`config.mk`:
```
export PLATFORM = sky130hd
export DESIGN_NAME = outbuf_credit
export DESIGN_NICKNAME = d
export VERILOG_FILES = /design/src/rtl/outbuf_credit_pkg.sv /design/src/rtl/outbuf_fifo.sv /design/src/rtl/outbuf_credit.sv
export SDC_FILE = /design/constraint.sdc
export NUM_CORES = 1
export LEC_CHECK = 0
export CORE_ASPECT_RATIO = 0.5
export CORE_UTILIZATION = 60
export CTS_CLUSTER_SIZE = 8
export DETAILED_ROUTE_END_ITERATION = 10
export PLACE_DENSITY_LB_ADDON = 0.12
export SKIP_LAST_GASP = 1
export SYNTH_ARGS = -nofsm -noshare
export SYNTH_HDL_FRONTEND = slang
export SYNTH_HIERARCHICAL = 1
export SYNTH_SLANG_ARGS = --single-unit
```
`constraint.sdc`:
```
create_clock -name clk -period 5.6 [get_ports clk]
set_input_delay 1.12 -clock clk [delete_from_list [all_inputs] [get_ports clk]]
set_output_delay 1.12 -clock clk [all_outputs]
set_load 0.03 [all_outputs]
```
`src/rtl/outbuf_credit_pkg.sv`:
```
// Shared encodings and default widths for the outbuf_credit output stage.
// Optional statistics counters are enabled with OUTBUF_STATS_EN.
package outbuf_credit_pkg;

    localparam int unsigned DATAW_DEF   = 66;
    localparam int unsigned VCH_DEF     = 2;
    localparam int unsigned VCHW_DEF    = $clog2(VCH_DEF);
    localparam int unsigned DEPTH_DEF   = 4;
    localparam int unsigned CREDITS_DEF = 4;

    // Flit type lives in the top TYPE_W bits of the flit.
    localparam int unsigned TYPE_W = 2;

    localparam logic [TYPE_W-1:0] TYPE_NONE = 2'b00;
    localparam logic [TYPE_W-1:0] TYPE_HEAD = 2'b01;
    localparam logic [TYPE_W-1:0] TYPE_DATA = 2'b10;
    localparam logic [TYPE_W-1:0] TYPE_TAIL = 2'b11;

endpackage

```
`src/rtl/outbuf_fifo.sv`:
```
// Generic synchronous FIFO; head entry is visible combinationally on rdata_c.
module outbuf_fifo #(
    parameter int unsigned DEPTH = 4,
    parameter int unsigned WIDTH = 8,
    localparam int unsigned PTRW = $clog2(DEPTH),
    localparam int unsigned CNTW = PTRW + 1
) (
    input  logic             clk,
    input  logic             rst,
    input  logic             wr,
    input  logic [WIDTH-1:0] wdata,
    input  logic             rd,
    output logic [WIDTH-1:0] rdata_c,
    output logic             full,
    output logic             empty,
    output logic [CNTW-1:0]  count
);

    logic [WIDTH-1:0] mem [DEPTH];
    logic [PTRW-1:0]  wr_ptr;
    logic [PTRW-1:0]  rd_ptr;
    logic [CNTW-1:0]  count_nxt;
    logic             do_wr;
    logic             do_rd;

    assign do_wr   = wr && !full;
    assign do_rd   = rd && !empty;
    assign rdata_c = mem[rd_ptr];

    always_comb begin
        count_nxt = count;
        if (do_wr && !do_rd) begin
            count_nxt = count + CNTW'(1);
        end else if (do_rd && !do_wr) begin
            count_nxt = count - CNTW'(1);
        end
    end

    // Flags are registered from the next count, so a same-cycle read never clears full early.
    always_ff @(posedge clk) begin
        if (rst) begin
            wr_ptr <= '0;
            rd_ptr <= '0;
            count  <= '0;
            full   <= 1'b0;
            empty  <= 1'b1;
        end else begin
            if (do_wr) wr_ptr <= wr_ptr + PTRW'(1);
            if (do_rd) rd_ptr <= rd_ptr + PTRW'(1);
            count <= count_nxt;
            full  <= (count_nxt == CNTW'(DEPTH));
            empty <= (count_nxt == '0);
        end
    end

    always_ff @(posedge clk) begin
        if (do_wr) mem[wr_ptr] <= wdata;
    end

endmodule

```
`src/rtl/outbuf_credit.sv`:
```
// Router output stage: buffers mux flits and sends them on the link under per-VC credits.
// Define OUTBUF_STATS_EN to add the stat_flits / stat_pkts counters.
module outbuf_credit
    import outbuf_credit_pkg::*;
#(
    parameter int unsigned DATAW   = DATAW_DEF,
    parameter int unsigned VCH     = VCH_DEF,
    parameter int unsigned DEPTH   = DEPTH_DEF,
    parameter int unsigned CREDITS = CREDITS_DEF,
    localparam int unsigned VCHW   = $clog2(VCH)
) (
    input  logic             clk,
    input  logic             rst,
    input  logic [DATAW-1:0] idata,
    input  logic             ivalid,
    input  logic [VCHW-1:0]  ivch,
    output logic             full,
    output logic [DATAW-1:0] odata,
    output logic             ovalid,
    output logic [VCHW-1:0]  ovch,
    input  logic             icredit,
    input  logic [VCHW-1:0]  icredit_vch,
`ifdef OUTBUF_STATS_EN
    output logic             err_credit,
    output logic [31:0]      stat_flits,
    output logic [31:0]      stat_pkts
`else
    output logic             err_credit
`endif
);

    localparam int unsigned EW   = DATAW + VCHW;
    localparam int unsigned CNTW = $clog2(DEPTH) + 1;
    localparam int unsigned CW   = $clog2(CREDITS + 1);

    logic [EW-1:0]    head;
    logic [DATAW-1:0] head_data;
    logic [VCHW-1:0]  head_vch;
    logic             fifo_full;
    logic             fifo_empty;
    logic [CNTW-1:0]  fifo_count;
    logic             unused_count;
    logic             send_c;
    logic [CW-1:0]    credit     [VCH];
    logic [CW-1:0]    credit_nxt [VCH];
    logic             err_nxt;

    outbuf_fifo #(
        .DEPTH (DEPTH),
        .WIDTH (EW)
    ) u_fifo (
        .clk     (clk),
        .rst     (rst),
        .wr      (ivalid),
        .wdata   ({ivch, idata}),
        .rd      (send_c),
        .rdata_c (head),
        .full    (fifo_full),
        .empty   (fifo_empty),
        .count   (fifo_count)
    );

    assign full         = fifo_full;
    assign unused_count = ^fifo_count;
    assign head_data    = head[DATAW-1:0];
    assign head_vch     = head[EW-1 -: VCHW];

    // Eligibility uses the registered counter: a returned credit only helps from the next cycle.
    assign send_c = !fifo_empty && (credit[head_vch] != '0);

    always_comb begin
        err_nxt = err_credit;
        for (int v = 0; v < VCH; v++) begin
            credit_nxt[v] = credit[v];
            if (icredit && (icredit_vch == VCHW'(v))) begin
                if (credit[v] == CW'(CREDITS)) begin
                    err_nxt = 1'b1;
                end else if (!(send_c && (head_vch == VCHW'(v)))) begin
                    credit_nxt[v] = credit[v] + CW'(1);
                end
            end else if (send_c && (head_vch == VCHW'(v))) begin
                credit_nxt[v] = credit[v] - CW'(1);
            end
        end
    end

    always_ff @(posedge clk) begin
        if (rst) begin
            for (int v = 0; v < VCH; v++) credit[v] <= CW'(CREDITS);
            err_credit <= 1'b0;
            ovalid     <= 1'b0;
            odata      <= '0;
            ovch       <= '0;
        end else begin
            for (int v = 0; v < VCH; v++) credit[v] <= credit_nxt[v];
            err_credit <= err_nxt;
            ovalid     <= send_c;
            if (send_c) begin
                odata <= head_data;
                ovch  <= head_vch;
            end
        end
    end

`ifdef OUTBUF_STATS_EN
    // Link statistics; both wrap naturally at 2^32.
    always_ff @(posedge clk) begin
        if (rst) begin
            stat_flits <= '0;
            stat_pkts  <= '0;
        end else if (send_c) begin
            stat_flits <= stat_flits + 32'(1);
            if (head_data[DATAW-1 -: TYPE_W] == TYPE_TAIL) stat_pkts <= stat_pkts + 32'(1);
        end
    end
`endif

endmodule

```
# == Yosys cells after proc, flatten, opt, wreduce, memory -nomap -nowiden ==
# Memory sizes are Yosys's and may differ from the RTL's. A register that Yosys moved wholly into a read port is not among the register bits.
# Index checks and enable logic that the tools add are counted.
# op_classes
n_bitwise,4
n_reduce_logical,15
add_sub_neg,8
n_eq_ne,3
muxes,23
# op_table
cell,count
$mux 3,12
$add 3x1->3 const B,3
$eq 3x3->1 const B,3
$logic_and 1x1->1,9
$mux 1,9
$sub 3x1->3 const B,3
$add 2x1->2 const B,2
$logic_not 1->1,4
$mux 2,2
$logic_not 3->1,1
$reduce_bool 3->1,1
$not 1->1,2
$or 1x1->1,2
# totals
mem_count,2
mem_bits_rw,274
ff_bits,78
# memory_table
memory,words,word_bits,read_ports,rd_ports_with_merged_regs,write_ports,line_no,text
u_fifo.mem,4,67,1,1,1,outbuf_fifo.sv:19,logic [WIDTH-1:0] mem [DEPTH];
credit,2,3,3,0,2,outbuf_credit.sv:44,logic [CW-1:0] credit [VCH];

# == Depth between registers and ports, before layout ==
# An unclocked memory read counts as a cell.
# logic_depth
depth_word,8
ltp_mapped,12

# == Cells and area by module ==
# Netlist, hierarchy kept.
# by_module_without_submodules
module,n_inst,area_each_um2,cells_per_inst
outbuf_fifo,1,10326.2,419
outbuf_credit,1,2987.9,368

# == Worst setup path before layout ==
# No wires, ideal clock.
# synth_path
path_kind,input-to-reg
startpoint,input ivalid
endpoint,"memory u_fifo/mem[0][0] in the netlist's numbering, enable pin"
t_arrival_ns,3.008
path_stages,3
required_time_ns,5.168
slack_ns,2.160
path_cell_list,and2b_4 buf_6 and2_1
# synth_between
elab_chain_len,3
# synth_lines
element,line_no,text
from (decl),outbuf_credit.sv:15,"input logic ivalid,"
$logic_and 1x1->1,outbuf_fifo.sv:26,assign do_wr = wr && !full;
$mux 1,outbuf_fifo.sv:57,if (do_wr) mem[wr_ptr] <= wdata;
$mux 1 (not written as such),outbuf_fifo.sv:57,
to (decl),outbuf_fifo.sv:19,
# Every way passes these cells.

==> metrics.txt <==
Worst path slowest cell mux4_2; period utilization 57.12%; Post CTS Setup Buffer Count 0; pwr dens 503.3 mW/mm²; global-route usage over all layers 24.36%; hold buffer count at CTS 0; starting density of the core 61.27%; cell taking the most area after synthesis edfxtp_1; largest family of logic cells by synthesized area multiplexers; Yosys warnings 6; ys flop type edfxtp_1; CP endpoint u_fifo/empty$_SDFF_PP1_; die width 212.7 µm; final WL 26.67 mm; clk buf depth 3; Post-DRT Antenna Nets 0; DR pass1 iterations 5; Final min period 3199 ps; Required @ worst endpoint 6010 ps; Die Ht 107.3 µm; GR peak layer met2; DRC viols 0; vias in the first global route 7418; Slew Limit Fails 0; Place WS 2153 ps; RSZ-0062 raised after global routing no; maxcap violations 0; top cell type's share of synthesized area 60.45%; crit start category register; Worst VDD drop 324.3 µV; global placer's final weighted congestion 0.7265; Slew HR 26.82%; antenna violations before repair 1; Final Non-Filler Cells 1280; CTS tree yes; Yosys reg bits 354; Worst-Skew Late Latency 540 ps; Seq/Total Area, Yosys 73.38%; Post-DP HPWL 14.49 mm; PostCTS Resize Cnt 0; cell area after synthesis 0.01331 mm²; Mapped Cells 787; nets 1024; core area 0.02173 mm²; NetSw 2.429 mW; # rows 38; Comb pwr share 24.7%; Mapped Avg Cell Area 16.92 µm²; drt initial violations 556; Area Growth Syn to Fin 22.13%; EDFF count, synth 268; M1 GR Usage 34.21%; worst r2r dst u_fifo/empty$_SDFF_PP1_; Clock Power Share 33.1%; HP Class reg2reg; wire length per cell 20.84 µm; R2R cell count 7; Root Buffer Master clkbuf_16; Net Count, Synth 867; Net Sw Frac 29.67%; status finished, final reports clean; fmax 312.6 MHz; final setup fails 0; Post-Synth Adder-Cell Area 0.8646%; CP peak stage delay 660 ps; die area 0.02283 mm²; crit path kind reg2reg; Hold WS 450.3 ps; grt total ovfl 0; skew final 14.60 ps; fraction of layout cells with a size suffix above 1 16.45%; depth of the CTS H-tree 2; WP data arrival 3600 ps; Simple-Gate Fraction of Synth Area 6.259%; Clock Sinks 354; top cells by count, synth edfxtp_1, nand2_1, dfxtp_1; internal power 5.756 mW; # IOs 142; clock transition at the registers of the reported paths 50 ps; P_leak 5.293 nW; post-synthesis async set-or-reset flop share 0%; Crit Path Max Fanout 23; CTS buffer count 50; reg-to-reg setup timing slack 2400 ps; count leader, synth edfxtp_1; GR Layer Usage met3 5.718%; post-synthesis xor/xnor area fraction 0.5827%; crit-path cells mux4_2 > a211o_2 > inv_2 > nor2b_1 > xnor2_2 > a311oi_2 > o31ai_1; Synth Area in Compound Gates 4.755%; PortBufs 141; mux cell area share after synthesis 11.41%; fillers 1357; worst slew pin tran 1098 ps; # placed instances 1192; via/cell ratio 5.708; met2 Resource Use GR 39.22%; first-pass GRT wire length 41.23 mm; CP Capture Type register; most area-consuming cells after synthesis edfxtp_1, dfxtp_1, mux4_2; largest net degree at the start of global routing 68; Post-Route Setup TNS 0 ps; Reg power frac 42.2%; setup ws final 2401 ps; total number of vias 7306; Fin. Hold Viols 0; Netlist cell types 54
## worst min path at each step
stage,endpoint,startpoint,cells after the start
2_1_floorplan,u_fifo/wr_ptr[1]$_SDFFE_PP0P_,u_fifo/wr_ptr[1]$_SDFFE_PP0P_,2
3_3_place_gp,odata[23]$_SDFFE_PP0P_,odata[23]$_SDFFE_PP0P_,2
4_1_cts,odata[59]$_SDFFE_PP0P_,odata[59]$_SDFFE_PP0P_,2
5_1_grt,odata[10]$_SDFFE_PP0P_,odata[10]$_SDFFE_PP0P_,2
3_5_place_dp,odata[59]$_SDFFE_PP0P_,odata[59]$_SDFFE_PP0P_,2
6_report,odata[59]$_SDFFE_PP0P_,odata[59]$_SDFFE_PP0P_,2
## kinds of logic after synthesis
| family | count (synthesis) |
|---|---|
| buffers and inverters | 52 |
| adder cells (fa/ha/maj) | 8 |
| XOR/XNOR | 8 |
| flip-flops | 354 |
| AND/OR/NAND/NOR | 192 |
| multiplexers | 68 |
| AO/OA/AOI/OAI | 105 |
## state kept, by name, summed over array words and instances (netlist names), named ones only
signal / cells
credit: 6
err_credit: 1
odata: 66
ovalid: 1
ovch: 1
u_fifo/count: 3
u_fifo/empty: 1
u_fifo/full: 1
u_fifo/mem: 268
u_fifo/rd_ptr: 2
u_fifo/wr_ptr: 2
## worst max-delay path, delay by kind of cell, from the launching register on
family	cells	cell delay, ps
flops	1	650
simple gates	1	530
mux	1	660
buf+inv	1	320
xor+xnor	1	140
compound gates	3	780
## per-stage QoR
stage / total power [mW] / utilization, % / area (µm²)
after global routing: 8.557 / 74.82 / 16260
after detailed placement: 5.531 / 68.28 / 14840
after floorplan: 4.937 / - / 13310
final: 8.184 / 74.84 / 16260
after global placement: 5.478 / 68.28 / 14840
after CTS: 8.265 / 74.82 / 16260
## layout by cell type, fill, tap and decap left out, drive strengths merged, types with 8 or more instances in the layout
cell type | synthesis | routed
clkdlybuf4s50 | 0 | 140
dfxtp | 86 | 86
nand2 | 142 | 142
inv | 8 | 9
edfxtp | 268 | 268
buf | 37 | 8
clkbuf | 6 | 85
a21oi | 77 | 77
mux4 | 67 | 67
nor2 | 15 | 15
## routing by layer
| metal | wire [µm] | vias up |
|---|---|---|
| met3 | 1906 | 33 |
| met5 | 0 | - |
| met4 | 288 | 0 |
| li1 | - | 3316 |
| met1 | 11450 | 3702 |
| met2 | 13030 | 255 |
## power by group through the flow
stage / Sequential [mW] / Combinational [mW] / Clock, mW
after floorplan: 3.74 / 1.20 / 0
after global placement: 3.48 / 2.00 / 0
after detailed placement: 3.50 / 2.03 / 0
after CTS: 3.46 / 2.05 / 2.76
after global routing: 3.49 / 2.18 / 2.88
final: 3.45 / 2.02 / 2.71
## area by class of cell
type	instances	area, µm²	share of cell area, %
Tap cell	300	375.4	2.308
Multi-Input combinational cell	381	3189	19.61
Timing Repair Buffer	148	1461	8.987
Clock buffer	85	1404	8.633
Sequential cell	354	9777	60.13
Inverter	9	33.78	0.2078
Antenna cell	1	2.502	0.01539
Clock inverter	2	17.52	0.1077
(Power assumes the default switching activity.)
